`config.mk`:
```
export PLATFORM = sky130hd
export DESIGN_NAME = polyphase_interp_fir
export DESIGN_NICKNAME = d
export VERILOG_FILES = /design/src/rtl/polyphase_interp_fir.sv
export SDC_FILE = /design/constraint.sdc
export NUM_CORES = 2
export LEC_CHECK = 0
export CAP_MARGIN = 20
export CORE_AREA = 2 2 358 360
export CTS_BUF_LIST = sky130_fd_sc_hd__clkbuf_2 sky130_fd_sc_hd__clkbuf_4 sky130_fd_sc_hd__clkbuf_8
export DETAILED_ROUTE_END_ITERATION = 10
export DIE_AREA = 0 0 360 362
export GPL_ROUTABILITY_DRIVEN = 0
export PLACE_DENSITY_LB_ADDON = 0.25
export SETUP_SLACK_MARGIN = 0.2
export SLEW_MARGIN = 10
export SYNTH_ARGS = -nofsm -noshare
export SYNTH_HDL_FRONTEND = slang
export SYNTH_SLANG_ARGS = --single-unit
```
`constraint.sdc`:
```
create_clock -name clock_in -period 29.8 [get_ports clock_in]
set_clock_uncertainty 0.2 [all_clocks]
set_input_delay 2.98 -clock clock_in [delete_from_list [all_inputs] [get_ports clock_in]]
set_output_delay 2.98 -clock clock_in [all_outputs]
set_load 0.02 [all_outputs]
```
`src/rtl/polyphase_interp_fir.sv`:
```
// Polyphase interpolating FIR: one input sample yields L output phases.
// A single time-multiplexed MAC walks the P taps of each phase. It also
// provides sample-hold and zero-stuff bypass modes, plus coefficients that
// can be reloaded while the block is idle.
module polyphase_interp_fir #(
  parameter int DW        = 24,
  parameter int CW        = 18,
  parameter int COEF_FRAC = 16,
  parameter int L         = 2,
  parameter int P         = 8,
  parameter int AW        = $clog2(L*P)
) (
  input  logic                   clock_in,
  input  logic                   rstn,
  input  logic                   in_valid,
  output logic                   in_ready,
  input  logic [DW-1:0]          in_data,
  input  logic [1:0]             mode,
  output logic                   out_valid,
  input  logic                   out_ready,
  output logic [DW-1:0]          out_data,
  output logic [$clog2(L)-1:0]   out_phase,
  input  logic                   coef_we,
  input  logic [AW-1:0]          coef_addr,
  input  logic [CW-1:0]          coef_data,
  output logic                   coef_busy
);

  localparam int KW    = (P > 1) ? $clog2(P) : 1;
  localparam int PHW   = $clog2(L);
  localparam int PW    = DW + CW;
  localparam int ACC_W = DW + CW + $clog2(P);
  localparam int NT    = L * P;

  localparam logic [AW:0]             NT_A = (AW+1)'(NT);
  localparam logic signed [ACC_W-1:0] HALF = ACC_W'(longint'(1) << (COEF_FRAC-1));
  localparam logic signed [ACC_W-1:0] MAXV = ACC_W'((longint'(1) << (DW-1)) - 1);
  localparam logic signed [ACC_W-1:0] MINV = ~MAXV;

  localparam logic [1:0] IDLE = 2'd0;
  localparam logic [1:0] MAC  = 2'd1;
  localparam logic [1:0] OUT  = 2'd2;

  logic [1:0]              state;
  logic                    run;
  logic [1:0]              mode_r;
  logic [PHW-1:0]          phase;
  logic [KW-1:0]           k;
  logic signed [ACC_W-1:0] acc;
  logic signed [DW-1:0]    x [P];
  logic signed [CW-1:0]    c [NT];

  logic [AW-1:0]           cidx;
  logic signed [CW-1:0]    cval;
  logic signed [DW-1:0]    xval;
  logic signed [PW-1:0]    prod;
  logic signed [ACC_W-1:0] acc_next;
  logic signed [ACC_W-1:0] rnd;
  logic signed [ACC_W-1:0] shr;
  logic [DW-1:0]           sat_data;
  logic                    filt_in;
  logic                    filt_r;
  logic                    last_phase;

  // Modes 00 and 11 both select the filter path
  assign filt_in    = (mode[1] == mode[0]);
  assign filt_r     = (mode_r[1] == mode_r[0]);
  assign last_phase = (phase == PHW'(L-1));

  assign in_ready  = run && (state == IDLE);
  assign out_valid = (state == OUT);
  assign out_phase = phase;
  assign coef_busy = (state != IDLE);

  // One MAC step, then round half up, then saturate to the output width
  always_comb begin
    cidx     = AW'(int'(phase) * P + int'(k));
    cval     = c[cidx];
    xval     = x[k];
    prod     = cval * xval;
    acc_next = acc + {{(ACC_W-PW){prod[PW-1]}}, prod};
    rnd      = acc_next + HALF;
    shr      = rnd >>> COEF_FRAC;
    if (shr > MAXV)      sat_data = MAXV[DW-1:0];
    else if (shr < MINV) sat_data = MINV[DW-1:0];
    else                 sat_data = shr[DW-1:0];
  end

  // Control FSM, delay line, coefficient store and output register
  always_ff @(posedge clock_in or negedge rstn) begin
    if (!rstn) begin
      state    <= IDLE;
      run      <= 1'b0;
      mode_r   <= '0;
      phase    <= '0;
      k        <= '0;
      acc      <= '0;
      out_data <= '0;
      for (int unsigned i = 0; i < P; i++)  x[i] <= '0;
      for (int unsigned i = 0; i < NT; i++) c[i] <= '0;
    end else begin
      run <= 1'b1;
      case (state)
        IDLE: begin
          // A write in the accept cycle lands before the first MAC step reads it
          if (coef_we && ({1'b0, coef_addr} < NT_A))
            c[coef_addr] <= coef_data;
          if (in_valid && run) begin
            for (int unsigned i = P-1; i > 0; i--) x[i] <= x[i-1];
            x[0]   <= in_data;
            mode_r <= mode;
            phase  <= '0;
            if (filt_in) begin
              state <= MAC;
              k     <= '0;
              acc   <= '0;
            end else begin
              state    <= OUT;
              out_data <= in_data;
            end
          end
        end
        MAC: begin
          acc <= acc_next;
          k   <= k + 1'b1;
          if (k == KW'(P-1)) begin
            out_data <= sat_data;
            state    <= OUT;
          end
        end
        OUT: begin
          if (out_ready) begin
            if (last_phase) begin
              state <= IDLE;
            end else begin
              phase <= phase + 1'b1;
              if (filt_r) begin
                state <= MAC;
                k     <= '0;
                acc   <= '0;
              end else begin
                out_data <= (mode_r == 2'b01) ? x[0] : '0;
              end
            end
          end
        end
        default: state <= IDLE;
      endcase
    end
  end

endmodule
```
Yosys cells after proc, flatten, opt, wreduce, memory -nomap -nowiden. Index checks and enable logic that the tools add are counted.

Add/sub/neg operators: 5. $mul: 1. $lt $le $gt $ge: 6. Equality and inequality tests: 15. Muxes and demuxes: 42. Bitwise logic cells: 3. Reduce and logical (&&, ||, !) cells: 13.

Operators by type and width (count): $bwmux 288 (1); $mux 24 (11); $mux 45 (5); $pmux 45 s3 (1); $bmux 18 s4 (1); $bmux 24 s3 (1); $demux 18 s4 (1); $pmux 24 s3 (1); $mux 18 (3); $add 45x17->45 const B (1); $add 45x45->45 (1); $mul 18x24->42 (1); $gt 29x24->1 const B (1); $lt 29x24->1 const B (1); $mux 3 (5); $mux 2 (6); $ge 5x5->1 const B (2); $ne 2x2->1 const B (5); $not 4->5 (2); $pmux 3 s3 (1); $reduce_and 7->1 (1); $ne 2x1->1 const B (3); $pmux 2 s3 (1); $reduce_and 6->1 (1); 20 further kinds (28).

Register bits after elaboration: 558. Input port bits: 53. Output and inout port bits: 28. Logic and storage cells: 116.

Logic depth before layout (Yosys ltp).
Word-level depth: 13. Gate-level depth with buffers: 51. Gate-level depth less buffers: 44.

Least setup slack after synthesis. No wires, ideal clock.

Path type: reg2reg. Start: reg k[0]. End: reg out_data[10]. Setup time: 0.126 ns. Arrival: 12.543 ns. Data required time: 29.474 ns. Slack: 16.932 ns. Stages on the path, launching flop included: 50. Buffers on the path: 7. Period minus slack after synthesis: 12.868 ns. Cells stage by stage: dfrtp_1 clkbuf_1 buf_1 buf_1 buf_1 mux4_2 mux2_2 clkbuf_1 and2_1 fa_1 inv_1 fa_1 inv_1 ha_1 inv_1 fa_1 inv_1 ha_1 (+14 left out) o21ai_0 a311oi_1 xnor2_1 ha_1 and2_1 a221oi_1 o31ai_1 nand2b_1 xnor2_1 or4_4 nor4_4 xor2_2 o211ai_4 and2_4 buf_6 buf_12 a221oi_2 o21ai_1.

Word-level cells in the longest chain between the ends: 13. Elaborated cells on any way between the ends: 21. Classes of those cells: 3 x add/sub; 1 x mul; 2 x order compare; 2 x eq/ne; 10 x mux; 2 x bitwise; 1 x reduce/logical.

Ends and longest elaborated chain: start: declaration (line 48) `logic [KW-1:0] k;`; start signal: assignment (line 125) `k <= k + 1'b1;`; $add 4x3->4 (line 77) `cidx = AW'(int'(phase) * P + int'(k));`; $not 4->5 (not written as such) (line 78) `cval = c[cidx];`; $bmux 18 s4 (line 78); $mux 18 (not written as such) (2 in a row) (line 78); $mul 18x24->42 (line 80) `prod = cval * xval;`; $add 45x45->45 (line 81) `acc_next = acc + {{(ACC_W-PW){prod[PW-1]}}, prod};`; $add 45x17->45 (line 82) `rnd = acc_next + HALF;`; $lt 29x24->1 (line 85) `else if (shr < MINV) sat_data = MINV[DW-1:0];`; $mux 24 (line 85); $mux 24 (line 84) `if (shr > MAXV) sat_data = MAXV[DW-1:0];`; $mux 24 (line 126) `if (k == KW'(P-1)) begin`; $pmux 24 s3 (line 103) `case (state)`; end signal: assignment (line 119) `out_data <= in_data;`; end signal: assignment (line 127) `out_data <= sat_data;`; end signal: assignment (line 142) `out_data <= (mode_r == 2'b01) ? x[0] : '0;`; end: declaration (line 21) `output logic [DW-1:0] out_data,`.

Several ways; a longest one is shown, not always the timed one. The select of a mux whose other input is x is not followed. A chain may end at the register's enable or synchronous reset.

Worst setup path in the final report.
Start: reg k[0]. End: reg out_data[19].

Same word-level chain as after synthesis.

==> summary.md <==
| Metric | Value |
|---|---|
| # nets final | 4560 |
| Drt total wl | 115000 um |
| Area growth from synthesis to layout | 11.0% |
| Crit path top cell by count | inv_1 |
| Critical path fanouts, max | 38 |
| Final hold violations | 0 |
| Final setup viols | 0 |
| Storage cell area | 0.0140 mm2 |
| Cell count after placement | 5483 |
| Area of the multi-input gates | 0.0273 mm2 |
| Crit path arrival time | 14.99 ns |
| Row cnt | 131 |
| Setup CP Type | reg2reg |
| R2r setup slk | 15.30 ns |
| CTS Buf Count | 100 |
| First-pass GRT wire length | 183000 um |
| Mapped Avg Cell Area | 11.3 um2 |
| Ys flop type | dfrtp_1 |
| Setup bufs post-CTS | 0 |
| CP peak stage delay | 0.90 ns |
| Filler cell count in the final layout | 12400 |
| CTS sink cnt | 558 |
| Most common cell after layout, fill and taps aside | dfrtp_1 |
| H-tree lvl count | 3 |
| Xor and xnor area share after synthesis | 2.06% |
| GRT Util Overall | 17.9% |
| Hold/Removal Path Class | reg2reg |
| Initial Util | 34.7% |
| Starting DRC count in detailed routing | 1653 |
| CTS-repair resized insts | 0 |
| Clk slew on worst S/H paths | 0.06 ns |
| CP Launch Type | flop |
| Post-synthesis mux area share | 19.9% |
| Vias post-DR | 29100 |
| Proportion of layout cells with a drive suffix above 1 | 24.0% |
| Sequential share of the synthesized area | 31.8% |
| Ports | 81 |
| Final antenna-violating net count | 0 |
| IO buf count | 80 |
| DRC violations left | 0 |
| Hold-fix buffers, CTS | 0 |
| Cell variety after synth | 101 |
| Crit path time final | 14.50 ns |
| Post-synth EDFFs | 0 |
| Post-Synthesis Cells | 3887 |
| Initial antenna violation count | 7 |
| Non-filler instance count after layout | 5664 |
| Post-synthesis adder-cell area fraction | 23.9% |
| Outcome | finished, final reports clean |
| Synth Area in Simple Gates | 9.61% |
| Die width | 360 um |
| Die H | 362 um |
| Final HPWL DP | 81900 um |
| Via density per instance | 5.15 |
| Synth async-reset ratio | 100% |
| Tcrit/Tclk final | 48.6% |
| Flop and latch count out of synthesis | 558 |
| Max Cap Viol | 0 |
| Root buffer selected by CTS | clkbuf_8 |
| Worst-Margin Slew | 1.10 ns |
| CORE AREA | 0.127 mm2 |
| Pin count of the biggest net entering global routing | 161 |
| Commonest non-fill, non-tap cells in the layout | dfrtp_1 (555), inv_1 (533), mux2_2 (502) |
| Vias in the first global route | 30800 |
| Setup TNS | 0 ns |
| Slew HR | 26.7% |
| Die area | 0.130 mm2 |
| Largest family of logic cells by synthesized area | adder cells |
| Max Root-Sink Buffers | 3 |
| Crit end category | flop |
| Compound-Gate Fraction of Synth Area | 6.40% |
| CTS tree | yes |
| Max Clk Rate | 69.0 MHz |
| Req. time, crit path | 30.29 ns |
| Synth warn | 0 |
| Worst hold slack | 0.283 ns |
| Drt wl/cell | 20.3 um |
| Pre-antenna DRT Iters | 5 |
| Synth Net Count | 4523 |
| Remaining global-route overflow | 0 |
| Slowest-stage cell, CP | o31ai_4 |
| Slew Limit Fails | 0 |
| Worst-Skew Late Latency | 0.80 ns |
| Unrepaired setup endpoints after global routing | no |
| Post-Syn Area | 0.0440 mm2 |
[kinds of logic (layout without fill, tap and decap cells)]
kind of cell               Yosys count  count (layout)
AOI/OAI and AO/OA                  410             410
xor gates and xnor gates           100             100
adders and majority gates          583             583
buffers and inverters              735             847
DFF                                558             558
muxes                              646             646
other                                1               4
and+or+nand+nor                    854             854
[layout make-up]
class | count | share of cell area, %
multi-input cells | 2594 | 55.9
flip-flops and latches | 558 | 28.6
well taps | 1662 | 4.26
inverters | 535 | 4.11
clock buffers | 150 | 3.84
repair buffers | 135 | 2.58
clock inverters | 27 | 0.631
diodes | 3 | 0.0154
[flip-flops by register name, indices dropped and copies added (netlist names)]
signal	count
mode_r	2
c	288
k	3
acc	45
state	2
run	1
out_phase	1
x	192
out_data	24
[worst max-delay path: cells and delay by family (launching register included)]
kind,cells,cell delay (ns)
compound gates,16,4.44
xor+xnor,2,0.68
fa+ha+maj,8,3.22
buf+inv,11,2.27
flops,1,0.82
mux,2,1.10
simple gates,7,1.51
[synth_stat cells, types with 28 or more instances]
cell,n,area [um2]
fa_1,426,8530
mux2_2,502,5650
nor2_1,135,507
nor3_1,28,140
nor2b_1,93,582
inv_1,533,2000
and2_1,62,388
ha_1,157,1960
clkbuf_1,155,582
nand2b_1,49,307
buf_1,30,113
nand2_1,346,1300
a21oi_1,80,400
mux4_2,132,2970
xnor2_1,66,578
xor2_1,31,272
o21ai_0,115,576
dfrtp_1,558,14000
[worst paths after layout]
| kind | start | to | depth (start not counted) |
|---|---|---|---|
| max in group asynchronous | rstn | x[53]$_DFFE_PN0P_ | 7 |
| max reg2reg | k[0]$_DFFE_PN0P_ | out_data[19]$_DFFE_PN0P_ | 46 |
| max | k[0]$_DFFE_PN0P_ | out_data[19]$_DFFE_PN0P_ | 46 |
| min reg2reg | out_data[23]$_DFFE_PN0P_ | out_data[23]$_DFFE_PN0P_ | 2 |
| min in group asynchronous | rstn | c[175]$_DFFE_PN0P_ | 1 |
| min | out_data[23]$_DFFE_PN0P_ | out_data[23]$_DFFE_PN0P_ | 2 |
[stage by stage]
step                util, %  setup WS, ns  instance area (um2)
floorplan                 -         16.93                44000
global placement       36.8         15.51                46600
detailed placement     36.8         15.25                46600
CTS                    38.5         15.19                48800
global route           38.5         14.09                48800
finish                 38.5         15.30                48800
[layer usage]
metal / routed length [um] / track usage (%) / up-vias / share of wire (%)
met1: 52200 / 24.3 / 15400 / 45
met4: 2140 / 4.15 / 4 / 1.9
met2: 56600 / 30.4 / 504 / 49
met3: 4180 / 2.43 / 146 / 3.6
li1: - / - / 13100 / -
met5: 24 / 0 / - / 0.021
Power is left out: the tool's default activity adds up to more than one toggle a clock period on the data nets, which glitch-free logic cannot reach.
